## src/rtl/filterbank_sequencer.sv

```systemverilog
// filterbank_sequencer: frame controller for the serial 16-band filterbank core.
// Accepts one sample per frame, strobes it into the tap delay line, walks the
// core through its MAC phases, then captures and serialises the band results.
module filterbank_sequencer #(
  parameter int unsigned NUM_PHASES = 49,
  parameter int unsigned NUM_BANDS  = 16,
  parameter int unsigned DATA_W     = 9,
  parameter int unsigned OUT_W      = 25,
  localparam int unsigned PHASE_W   = $clog2(NUM_PHASES),
  localparam int unsigned BAND_W    = $clog2(NUM_BANDS)
) (
  input  logic                     clock,
  input  logic                     reset,
  input  logic                     clk_enable,
  input  logic                     in_valid,
  input  logic signed [DATA_W-1:0] in_data,
  output logic                     in_ready,
  output logic                     shift_en,
  output logic signed [DATA_W-1:0] shift_data,
  output logic [PHASE_W-1:0]       phase,
  output logic                     phase_last,
  output logic                     acc_clear,
  output logic                     acc_dump,
  input  logic signed [OUT_W-1:0]  core_out [NUM_BANDS],
  output logic                     out_valid,
  output logic signed [OUT_W-1:0]  out_data,
  output logic [BAND_W-1:0]        out_band,
  input  logic                     out_ready,
  output logic                     overrun
);

  localparam logic [PHASE_W-1:0] LAST_PHASE = PHASE_W'(NUM_PHASES - 1);
  localparam logic [BAND_W-1:0]  LAST_BAND  = BAND_W'(NUM_BANDS - 1);

  typedef enum logic [1:0] {
    IDLE = 2'd0,
    RUN  = 2'd1,
    DUMP = 2'd2
  } state_t;

  state_t                  state;
  logic signed [OUT_W-1:0] buffer [NUM_BANDS];

  logic              drain_fire;
  logic              drain_last;
  logic              buf_free;
  logic [BAND_W-1:0] band_next;

  // Drain handshake decode; the buffer counts as free if its last band leaves this cycle
  always_comb begin
    drain_fire = out_valid && out_ready;
    drain_last = drain_fire && (out_band == LAST_BAND);
    buf_free   = !out_valid || drain_last;
    band_next  = out_band + BAND_W'(1);
  end

  // Frame FSM: accept sample, run MAC phases (stallable), one-cycle dump
  always_ff @(posedge clock) begin
    if (!reset) begin
      state      <= IDLE;
      phase      <= '0;
      shift_data <= '0;
      in_ready   <= 1'b0;
      shift_en   <= 1'b0;
      acc_clear  <= 1'b0;
      phase_last <= 1'b0;
      acc_dump   <= 1'b0;
    end else begin
      shift_en <= 1'b0;
      acc_dump <= 1'b0;
      unique case (state)
        IDLE: begin
          in_ready <= 1'b1;
          if (in_valid && in_ready) begin
            state      <= RUN;
            phase      <= '0;
            shift_data <= in_data;
            in_ready   <= 1'b0;
            shift_en   <= 1'b1;
            acc_clear  <= 1'b1;
            phase_last <= (NUM_PHASES == 1);
          end
        end
        RUN: begin
          // a low clk_enable freezes phase, acc_clear and phase_last
          if (clk_enable) begin
            acc_clear <= 1'b0;
            if (phase == LAST_PHASE) begin
              state      <= DUMP;
              phase      <= '0;
              phase_last <= 1'b0;
              acc_dump   <= 1'b1;
            end else begin
              phase      <= phase + PHASE_W'(1);
              phase_last <= (phase == LAST_PHASE - PHASE_W'(1));
            end
          end
        end
        DUMP: begin
          state    <= IDLE;
          in_ready <= 1'b1;
        end
        default: begin
          state    <= IDLE;
          in_ready <= 1'b0;
        end
      endcase
    end
  end

  // Result buffer: capture on dump when free, otherwise flag overrun; serialise bands
  always_ff @(posedge clock) begin
    if (!reset) begin
      out_valid <= 1'b0;
      out_band  <= '0;
      out_data  <= '0;
      overrun   <= 1'b0;
      for (int b = 0; b < int'(NUM_BANDS); b++) begin
        buffer[b] <= '0;
      end
    end else begin
      if (drain_fire) begin
        if (drain_last) begin
          out_valid <= 1'b0;
          out_band  <= '0;
          out_data  <= buffer[0];
        end else begin
          out_band <= band_next;
          out_data <= buffer[band_next];
        end
      end
      // capture takes priority over the drain update in the same cycle
      if (state == DUMP) begin
        if (buf_free) begin
          for (int b = 0; b < int'(NUM_BANDS); b++) begin
            buffer[b] <= core_out[b];
          end
          out_valid <= 1'b1;
          out_band  <= '0;
          out_data  <= core_out[0];
        end else begin
          overrun <= 1'b1;
        end
      end
    end
  end

endmodule
```

## config.mk

```make
export PLATFORM = sky130hd
export DESIGN_NAME = filterbank_sequencer
export DESIGN_NICKNAME = d
export VERILOG_FILES = /design/src/rtl/filterbank_sequencer.sv
export SDC_FILE = /design/constraint.sdc
export NUM_CORES = 1
export LEC_CHECK = 0
export BUFFER_PORTS_ARGS = -buffer_cell sky130_fd_sc_hd__buf_2
export CORE_MARGIN = 2
export CORE_UTILIZATION = 36
export DETAILED_ROUTE_END_ITERATION = 8
export RECOVER_POWER = 50
export SYNTH_ARGS = -nofsm -noshare
export SYNTH_HDL_FRONTEND = slang
export SYNTH_SLANG_ARGS = --single-unit
```

## constraint.sdc

```tcl
create_clock -name clock -period 16.2 [get_ports clock]
set_input_delay 0.81 -clock clock [delete_from_list [all_inputs] [get_ports clock]]
set_output_delay 0.81 -clock clock [all_outputs]
set_load 0.005 [all_outputs]
```

==> impl_metrics.env <==
export IMPL_status="finished with violations"
export IMPL_violations="capacitance limit, slew limit"
export IMPL_stdcell_count=2638
export IMPL_worstMarginPinSlew_ns=4.90
export IMPL_grt_pass1_wl_mm=82.7
export IMPL_design_portCount=465
export IMPL_initial_core_util=0.362
export IMPL_fin_crit_ns=8.69
export IMPL_ir_worst_vdd_uv=62.2
export IMPL_powerDensity_nw_per_um2=106
export IMPL_grtUsageMet1=0.267
export IMPL_slew_violations=468
export IMPL_first_global_vias=13300
export IMPL_cts_max_level=2
export IMPL_crit_type="reg2reg"
export IMPL_seqPwrFrac=0.507
export IMPL_synth_distinct_cells=42
export IMPL_rsz0062_at_grt="false"
export IMPL_drive_gt1_frac=0.342
export IMPL_grt_overflow=0
export IMPL_hpwl_mm=38.6
export IMPL_vias_per_cell=4.88
export IMPL_synthesis_area_um2=20300
export IMPL_fin_ws_ns=7.51
export IMPL_syn_avg_cell_area_um2=14.6
export IMPL_drt_total_wl_mm=55.9
export IMPL_path_buf_inv=2
export IMPL_grt_total_usage=0.189
export IMPL_cts_hold_buf=0
export IMPL_rr_worst_depth=8
export IMPL_globalplace_congestion=0.815
export IMPL_synth_warnings=0
export IMPL_cp_depth=8
export IMPL_finClkSkew_ns=0.0153
export IMPL_rows=87
export IMPL_dieHeight_um=242
export IMPL_placedCellCount=2531
export IMPL_die_w_um=242
export IMPL_timing_rr_start="out_band[0]"
export IMPL_tritoncts="built"
export IMPL_rr_endpoint="out_data[24]"
export IMPL_p_int_mw=2.09
export IMPL_yosys_register_bits=453
export IMPL_synth_edf_count=400
export IMPL_nNetsFinal=2245
export IMPL_synth_top_area_share=0.591
export IMPL_cpPeakStageDelay_ns=3.42
export IMPL_rrSetupSlack_ns=7.51
export IMPL_end_kind="flop"
export IMPL_power_mw=2.64
export IMPL_dr_pass1_iters=5
export IMPL_synthTopCellsByArea="edfxtp_1 (59%), and2_1 (13%), mux4_2 (11%)"
export IMPL_grt_util_met2=0.298
export IMPL_power_switching_fraction=0.209
export IMPL_timing_final_crit_share=0.537
export IMPL_dp_worst_setup_slack_ns=11.26
export IMPL_crit_start="out_band[0]"
export IMPL_vias=12900
export IMPL_ys_flop_type="edfxtp_1"
export IMPL_drt_iter0_drc=838
export IMPL_crit_arrival_ns=9.17
export IMPL_crit_slowest_cell="clkbuf_1"
export IMPL_power_leakage_nw=9.28
export IMPL_worstSetupEndpoint="out_data[24]"
export IMPL_design_core_area_um2=56100
export IMPL_cts_sinks=453
export IMPL_crit_fanout=132
export IMPL_slew_headroom=-2.26
export IMPL_antenna_found_initial=11
export IMPL_hold_viol_final=0
export IMPL_ant_nets=0
export IMPL_cts_buffer_depth=3
export IMPL_crit_chain="ha_1, nand4_1, a21o_1, nor2_1, clkbuf_1, buf_4, a32oi_1, o31ai_1"
export IMPL_fin_util=0.445
export IMPL_ctsResizeCount=0
export IMPL_top_usage_layer="met2"
export IMPL_setup_viol=0
export IMPL_p_clk_frac=0.443
export IMPL_cts_buffers=51
export IMPL_io_buffers=464
export IMPL_use_met3=0.0361
export IMPL_netlist_instances=1392
export IMPL_clk_insertion_delay_late_ns=0.58
export IMPL_path_clk_slew_ns=0.06
export IMPL_cp_start_kind="flop"
export IMPL_postSynthNetCount=1809
export IMPL_async_reset_ff_frac=0
export IMPL_wl_per_cell_um=21.2
export IMPL_die_area_um2=58300
export IMPL_cts_root_buf="clkbuf_16"
export IMPL_fin_setup_tns_ns=0
export IMPL_switching_power_mw=0.553
export IMPL_drc=0
export IMPL_yosysSeqAreaShare=0.644
export IMPL_drv_cap=7
export IMPL_n_fill_cell=5103
export IMPL_synth_top_area_cell="edfxtp_1"
export IMPL_min_path_type="in2reg"
export IMPL_clock_fmax_mhz=115
export IMPL_path_delay_family="buffers and inverters"
export IMPL_p_comb_frac=0.050
export IMPL_area_delta_synth_final_pct=22.8
export IMPL_grt_max_degree=189
export IMPL_crit_required_ns=16.68
export IMPL_post_cts_setup_buffers=0
cell usage in the layout (no fill, tap or decap), types with 3 or more instances in the layout:
master     instances
clkbuf_16         53
nand2_1           70
nor2b_1            4
a21oi_1           36
mux2_2            12
nand3_1            4
nand2b_1           4
clkinv_2          12
clkinv_1          10
mux2_1            12
ha_1               3
and2_1           214
and2_0           203
edfxtp_1         400
inv_1              5
o31ai_1           13
buf_2            431
clkbuf_1          45
nor2_1            41
buf_4             12
a211oi_1          16
a31oi_1           13
diode_2           12
mux4_2           100
o21ai_0           44
a32oi_1           14
nand4_1            4
dfxtp_1           53
xor2_1             5
bufinv_16          6
sequential cells by signal, indices dropped and copies added, names as in the netlist:
register	count
buffer	400
shift_data	9
in_ready	1
state	2
overrun	1
out_valid	1
acc_clear	1
acc_dump	1
out_band	4
shift_en	1
phase	6
out_data	25
phase_last	1
per-layer routing:
layer | wire, um | up-vias
met5 | 20 | -
met1 | 25000 | 6355
li1 | - | 6008
met4 | 1320 | 4
met3 | 3310 | 82
met2 | 26200 | 432
layout make-up:
cell class | instances | area (um^2) | area share
Antenna cell | 12 | 30.0 | 0.00120
Tap cell | 756 | 946 | 0.0379
Clock inverter | 33 | 323 | 0.0129
Multi-Input combinational cell | 835 | 6760 | 0.271
Sequential cell | 453 | 13100 | 0.524
Clock buffer | 62 | 1370 | 0.0549
Timing Repair Buffer | 482 | 2410 | 0.0966
Inverter | 5 | 18.8 | 0.000753
cells by family (layout without fill, tap and decap cells):
logic type | count (synthesis) | count (layout) | share of synthesized area
DFF | 453 | 453 | 0.644
other | 0 | 12 | 0
buffers and inverters | 104 | 582 | 0.0245
xor gates and xnor gates | 8 | 8 | 0.00382
adders and majority gates | 3 | 3 | 0.00185
muxes | 126 | 126 | 0.125
AOI/OAI and AO/OA | 143 | 143 | 0.0431
and+or+nand+nor | 555 | 555 | 0.158
power by group through the flow:
stage | clock network (mW) | logic [mW] | registers, mW
finish | 1.17 | 0.133 | 1.34
global route | 1.24 | 0.147 | 1.34
CTS | 1.20 | 0.137 | 1.34
detailed placement | 0 | 0.136 | 1.36
global placement | 0 | 0.135 | 1.36
floorplan | 0 | 0.0597 | 1.38
cells in the mapped netlist, drive strengths merged (14+ instances only):
library cell and n:
clkbuf 68, edfxtp 400, mux4 100, nor2 41, a21oi 38, and2 417, buf 31, a32oi 14
a211oi 17, dfxtp 53, nand2 70, mux2 24, o21ai 44
worst register-to-register path, delay by kind of cell, from the launching register on:
family | cells | cell delay, ns
buffers and inverters | 2 | 4.67
flip-flops | 1 | 2.06
AO/OA/AOI/OAI | 3 | 0.80
adder cells (fa/ha/maj) | 1 | 0.71
AND/OR/NAND/NOR | 2 | 0.37
metrics by stage:
step	cell area, um^2	hold slack [ns]
floorplan	20300	0.453
global placement	23300	0.444
detailed placement	23300	0.452
CTS	25000	0.412
global route	24900	0.424
finish	24900	0.453
worst min-delay path by stage:
stage,startpoint,endpoint,slack (ns),cells past startpoint
finish,core_out[398],out_data[23],0.45,3
global route,core_out[388],out_data[13],0.42,3
CTS,core_out[398],out_data[23],0.41,3
detailed placement,shift_data[3],shift_data[3],0.45,2
global placement,shift_data[5],shift_data[5],0.44,2
floorplan,shift_data[0],shift_data[0],0.45,2
(Power assumes the default switching activity.)
